File: src/rtl/pipe_stage_buf_pkg.sv
// Shared types and widths for the generic pipeline stage register.
package pipe_pkg;

  // Occupancy of a stage: EMPTY holds nothing, ONE holds the output entry,
  // TWO also holds a younger entry in the skid slot.
  typedef enum logic [1:0] {
    EMPTY = 2'd0,
    ONE   = 2'd1,
    TWO   = 2'd2
  } pipe_state_e;

  localparam int OCC_W = 2;

  // Standard stage bundle widths so every stage instance agrees on them.
  localparam int IF_ID_CTRL_W  = 4;
  localparam int IF_ID_DATA_W  = 64;
  localparam int ID_EX_CTRL_W  = 16;
  localparam int ID_EX_DATA_W  = 165;
  localparam int EX_MEM_CTRL_W = 12;
  localparam int EX_MEM_DATA_W = 106;
  localparam int MEM_WB_CTRL_W = 6;
  localparam int MEM_WB_DATA_W = 69;

  typedef logic [IF_ID_CTRL_W-1:0]  if_id_ctrl_t;
  typedef logic [IF_ID_DATA_W-1:0]  if_id_data_t;
  typedef logic [ID_EX_CTRL_W-1:0]  id_ex_ctrl_t;
  typedef logic [ID_EX_DATA_W-1:0]  id_ex_data_t;
  typedef logic [EX_MEM_CTRL_W-1:0] ex_mem_ctrl_t;
  typedef logic [EX_MEM_DATA_W-1:0] ex_mem_data_t;
  typedef logic [MEM_WB_CTRL_W-1:0] mem_wb_ctrl_t;
  typedef logic [MEM_WB_DATA_W-1:0] mem_wb_data_t;

  // Number of entries held in a given state.
  function automatic logic [OCC_W-1:0] occ_of(input pipe_state_e s);
    logic [OCC_W-1:0] occ;
    case (s)
      ONE:     occ = 2'd1;
      TWO:     occ = 2'd2;
      default: occ = 2'd0;
    endcase
    return occ;
  endfunction

endpackage

File: src/rtl/pipe_stage_buf_slot.sv
// One register entry of a pipeline stage: valid flag, control and data.
// Clear wins over load; control is always zero while the entry is invalid.
module pipe_slot #(
  parameter int CTRL_W = 16,
  parameter int DATA_W = 165
) (
  input  logic              i_clk,
  input  logic              i_rst,
  input  logic              i_load,
  input  logic              i_clr,
  input  logic              i_clr_data,
  input  logic [CTRL_W-1:0] i_ctrl,
  input  logic [DATA_W-1:0] i_data,
  output logic              o_vld,
  output logic [CTRL_W-1:0] o_ctrl,
  output logic [DATA_W-1:0] o_data
);

  logic              vld_q,  vld_d;
  logic [CTRL_W-1:0] ctrl_q, ctrl_d;
  logic [DATA_W-1:0] data_q, data_d;

  // Next entry: invalidate (optionally wiping data), load a new entry, or hold.
  always_comb begin
    vld_d  = vld_q;
    ctrl_d = ctrl_q;
    data_d = data_q;
    if (i_clr) begin
      vld_d  = 1'b0;
      ctrl_d = '0;
      if (i_clr_data) begin
        data_d = '0;
      end
    end else if (i_load) begin
      vld_d  = 1'b1;
      ctrl_d = i_ctrl;
      data_d = i_data;
    end
  end

  // Entry storage; reset clears everything including data.
  always_ff @(posedge i_clk) begin
    if (i_rst) begin
      vld_q  <= 1'b0;
      ctrl_q <= '0;
      data_q <= '0;
    end else begin
      vld_q  <= vld_d;
      ctrl_q <= ctrl_d;
      data_q <= data_d;
    end
  end

  assign o_vld  = vld_q;
  assign o_ctrl = ctrl_q;
  assign o_data = data_q;

endmodule

File: src/rtl/pipe_stage_buf.sv
// Generic pipeline stage register with valid/ready handshake, stall, flush
// and an optional 2-entry skid buffer that registers the upstream ready.
// The main slot always drives the output; the skid slot holds the younger entry.
module pipe_stage_buf
  import pipe_pkg::*;
#(
  parameter int CTRL_W   = 16,
  parameter int DATA_W   = 165,
  parameter int SKID_EN  = 1,
  parameter int CLR_DATA = 1
) (
  input  logic              i_clk,
  input  logic              i_rst,
  input  logic              i_flush,
  input  logic              i_up_vld,
  output logic              o_up_rdy,
  input  logic [CTRL_W-1:0] i_up_ctrl,
  input  logic [DATA_W-1:0] i_up_data,
  output logic              o_dn_vld,
  input  logic              i_dn_rdy,
  output logic [CTRL_W-1:0] o_dn_ctrl,
  output logic [DATA_W-1:0] o_dn_data,
  output logic [OCC_W-1:0]  o_occ
);

  pipe_state_e state_q, state_d;
  logic        up_rdy_q;

  logic        up_xfer;
  logic        dn_xfer;
  logic        rdy_comb;
  logic        flush_clr_data;

  logic        main_load;
  logic        main_clr;
  logic        main_sel_skid;
  logic        skid_load;
  logic        skid_clr;

  logic              main_vld;
  logic [CTRL_W-1:0] main_ctrl;
  logic [DATA_W-1:0] main_data;
  logic              skid_vld;
  logic [CTRL_W-1:0] skid_ctrl;
  logic [DATA_W-1:0] skid_data;

  assign rdy_comb       = (state_q == EMPTY) | i_dn_rdy;
  assign o_up_rdy       = ~i_rst & ((SKID_EN != 0) ? up_rdy_q : rdy_comb);
  assign up_xfer        = i_up_vld & o_up_rdy;
  assign dn_xfer        = main_vld & i_dn_rdy;
  assign flush_clr_data = i_flush && (CLR_DATA != 0);

  // Next state and slot controls; flush overrides any transfer into the stage.
  always_comb begin
    state_d       = state_q;
    main_load     = 1'b0;
    main_clr      = 1'b0;
    main_sel_skid = 1'b0;
    skid_load     = 1'b0;
    skid_clr      = 1'b0;
    case (state_q)
      EMPTY: begin
        if (up_xfer) begin
          main_load = 1'b1;
          state_d   = ONE;
        end
      end
      ONE: begin
        if (up_xfer && dn_xfer) begin
          main_load = 1'b1;
        end else if (up_xfer && (SKID_EN != 0)) begin
          skid_load = 1'b1;
          state_d   = TWO;
        end else if (dn_xfer) begin
          main_clr = 1'b1;
          state_d  = EMPTY;
        end
      end
      TWO: begin
        if (i_dn_rdy) begin
          main_load     = 1'b1;
          main_sel_skid = 1'b1;
          skid_clr      = 1'b1;
          state_d       = ONE;
        end
      end
      default: begin
        state_d = EMPTY;
      end
    endcase
    if (i_flush) begin
      state_d   = EMPTY;
      main_load = 1'b0;
      skid_load = 1'b0;
      main_clr  = 1'b1;
      skid_clr  = 1'b1;
    end
  end

  // State register plus the registered upstream ready used in skid mode.
  always_ff @(posedge i_clk) begin
    if (i_rst) begin
      state_q  <= EMPTY;
      up_rdy_q <= 1'b1;
    end else begin
      state_q  <= state_d;
      up_rdy_q <= (state_d != TWO);
    end
  end

  pipe_slot #(
    .CTRL_W (CTRL_W),
    .DATA_W (DATA_W)
  ) u_main (
    .i_clk      (i_clk),
    .i_rst      (i_rst),
    .i_load     (main_load),
    .i_clr      (main_clr),
    .i_clr_data (flush_clr_data),
    .i_ctrl     (main_sel_skid ? skid_ctrl : i_up_ctrl),
    .i_data     (main_sel_skid ? skid_data : i_up_data),
    .o_vld      (main_vld),
    .o_ctrl     (main_ctrl),
    .o_data     (main_data)
  );

  if (SKID_EN != 0) begin : g_skid
    pipe_slot #(
      .CTRL_W (CTRL_W),
      .DATA_W (DATA_W)
    ) u_skid (
      .i_clk      (i_clk),
      .i_rst      (i_rst),
      .i_load     (skid_load),
      .i_clr      (skid_clr),
      .i_clr_data (flush_clr_data),
      .i_ctrl     (i_up_ctrl),
      .i_data     (i_up_data),
      .o_vld      (skid_vld),
      .o_ctrl     (skid_ctrl),
      .o_data     (skid_data)
    );
  end else begin : g_no_skid
    logic unused_skid_ctrl;
    assign unused_skid_ctrl = ^{skid_load, skid_clr, skid_vld};
    assign skid_vld  = 1'b0;
    assign skid_ctrl = '0;
    assign skid_data = '0;
  end

  assign o_dn_vld  = main_vld;
  assign o_dn_ctrl = main_vld ? main_ctrl : '0;
  assign o_dn_data = main_data;
  assign o_occ     = occ_of(state_q);

endmodule

File: config.mk
export PLATFORM = sky130hd
export DESIGN_NAME = pipe_stage_buf
export DESIGN_NICKNAME = d
export VERILOG_FILES = /design/src/rtl/pipe_stage_buf_pkg.sv /design/src/rtl/pipe_stage_buf_slot.sv /design/src/rtl/pipe_stage_buf.sv
export SDC_FILE = /design/constraint.sdc
export NUM_CORES = 1
export LEC_CHECK = 0
export BUFFER_PORTS_ARGS = -buffer_cell sky130_fd_sc_hd__buf_2
export CAP_MARGIN = 20
export CORE_AREA = 2 2 202 204
export CTS_CLUSTER_DIAMETER = 100
export DETAILED_ROUTE_END_ITERATION = 6
export DIE_AREA = 0 0 204 206
export PLACE_DENSITY_LB_ADDON = 0.3
export REMOVE_ABC_BUFFERS = 1
export SYNTH_ARGS = -nofsm -noshare
export SYNTH_HDL_FRONTEND = slang
export SYNTH_HIERARCHICAL = 1
export SYNTH_SLANG_ARGS = --single-unit
File: constraint.sdc
create_clock -name i_clk -period 2.5 [get_ports i_clk]
set_clock_uncertainty 0.1 [all_clocks]
set_input_delay 0.75 -clock i_clk [delete_from_list [all_inputs] [get_ports i_clk]]
set_output_delay 0.75 -clock i_clk [all_outputs]
set_load 0.01 [all_outputs]
==> impl_metrics.env <==
export IMPL_tightest_slew_ns=0.562
export IMPL_fin_crit_sh=0.932
export IMPL_grt_first_pass_wirelength_um=78700
export IMPL_crit_arrival_ns=1.48
export IMPL_grt_usage=0.232
export IMPL_via_per_inst=5.52
export IMPL_post_route_cell_area_um2=23400
export IMPL_multi_input_area_um2=11000
export IMPL_final_net_count=2351
export IMPL_layout_commonest_cell="buf_2"
export IMPL_leakage_nw=9.63
export IMPL_die_w_um=204
export IMPL_regArea_um2=7330
export IMPL_maxCapViolCount=0
export IMPL_min_delay_start="i_up_ctrl[14]"
export IMPL_period_minus_slack_ns=2.33
export IMPL_root_buffer="clkbuf_16"
export IMPL_post_route_drc_count=0
export IMPL_cp_startpoint="u_main/o_vld$_SDFFE_PP0P_"
export IMPL_outcome="completed"
export IMPL_firstDrtPassIters=4
export IMPL_cts_tree="yes"
export IMPL_crit_required_ns=1.65
export IMPL_power_density_nw_per_um2=585
export IMPL_portBuffers=370
export IMPL_grt_ovfl_total=0
export IMPL_drv_slew=0
export IMPL_netlist_area_um2=19600
export IMPL_grt_max_degree=116
export IMPL_grt_pass1_vias=14200
export IMPL_preCtsSetupSlack_ns=-0.0637
export IMPL_yosys_warnings=6
export IMPL_cts_sinks=366
export IMPL_post_drt_wl_per_cell_um=18.7
export IMPL_vias=15100
export IMPL_dieArea_um2=42000
export IMPL_cts_buffers_inserted=42
export IMPL_slew_limit_headroom=0.625
export IMPL_rows=74
export IMPL_syn2layout_area_growth_pct=19.2
export IMPL_path_class="flip-flop to primary output"
export IMPL_post_dp_cell_area_um2=22000
export IMPL_r2r_start="state_q[1]$_SDFF_PP0_"
export IMPL_hold_viol=0
export IMPL_clk_latency_ns=0.57
export IMPL_drt_iter0_markers=700
export IMPL_startpoint_type="flip-flop"
export IMPL_worst_hold_path_type="primary input to flip-flop"
export IMPL_p_total_mw=13.7
export IMPL_postCtsSetupBuffers=0
export IMPL_synthCells=1857
export IMPL_drive_gt1_frac=0.333
export IMPL_rsz0062_at_grt="false"
export IMPL_synth_area_per_cell_um2=10.6
export IMPL_core_um2=40200
export IMPL_timing_setup_tns_ns=0
export IMPL_fillers=3408
export IMPL_path_clk_slew_ns=0.06
export IMPL_die_h_um=206
export IMPL_cts_resized=0
export IMPL_start_util=0.489
export IMPL_crit_fanout=18
export IMPL_ctsHoldBuffers=0
export IMPL_fmax_mhz=429
export IMPL_fin_ws_ns=0.169
export IMPL_wl_um=51200
export IMPL_max_clock_path_buffers=3
export IMPL_antenna_found_initial=7
export IMPL_h_tree_depth=2
export IMPL_finalSetupViolations=0
export IMPL_worst_ir_drop_vdd_uv=431
export IMPL_pin_count=371
export IMPL_endpoint_kind="primary output"
export IMPL_ant_nets=0
export IMPL_final_cell_mix="buf_2 (369), dfxtp_1 (366), nand2b_1 (331), o21ai_1 (312), nand4bb_1 (300)"
export IMPL_dpl_hpwl_um=33300
export IMPL_globalplace_congestion=0.817
==> critical path, cell delays in order, from the launching register on <==
cell and delay, ns:
dfxtp_1 0.35, buf_4 0.22, and2_1 0.19, buf_2 0.15
==> power breakdown <==
group / internal (mW) / switching (mW)
Combinational: 0.752 / 0.653
Sequential: 5.89 / 0.0340
Clock: 3.89 / 2.47
==> layer usage <==
layer  vias to the layer above  share of wire  GRT usage
met1                      7334           0.46      0.315
met5                         -        0.00080          0
met3                        69          0.062     0.0536
met2                       376           0.46      0.368
li1                       7301              -          -
met4                         6          0.019     0.0613
==> worst paths after layout <==
kind                                                               to  depth (start not counted)  slack (ns)
worst max-delay path                                    o_dn_ctrl[10]                          3        0.17
worst min-delay path            g_skid.u_skid/o_ctrl[14]$_SDFFE_PP0P_                          3        0.34
worst max register to register         u_main/o_data[25]$_SDFFE_PP0P_                          6        0.46
worst min register to register         u_main/o_data[96]$_SDFFE_PP0P_                          2        0.36
==> per-stage QoR <==
step	hold WS, ns	std cells	util
2_1_floorplan	0.341	1646	-
3_3_place_gp	0.349	2653	0.547
3_5_place_dp	0.351	2653	0.547
4_1_cts	0.309	2727	0.583
5_1_grt	0.336	2731	0.583
6_report	0.337	2733	0.583
==> flip-flops by register name (all words and copies together) (netlist names) <==
name / flops
u_main/o_data: 165
up_rdy_q: 1
u_main/o_ctrl: 16
g_skid.u_skid/o_data: 165
u_main/o_vld: 1
g_skid.u_skid/o_ctrl: 16
state_q: 2
==> layout make-up <==
class	instances	area share
flip-flops and latches	366	0.313
well taps	532	0.0284
diodes	6	0.000641
clock inverters	8	0.00625
multi-input cells	1280	0.468
repair buffers	475	0.130
clock buffers	66	0.0543
Note: power is estimated with default switching activity, not from simulation.
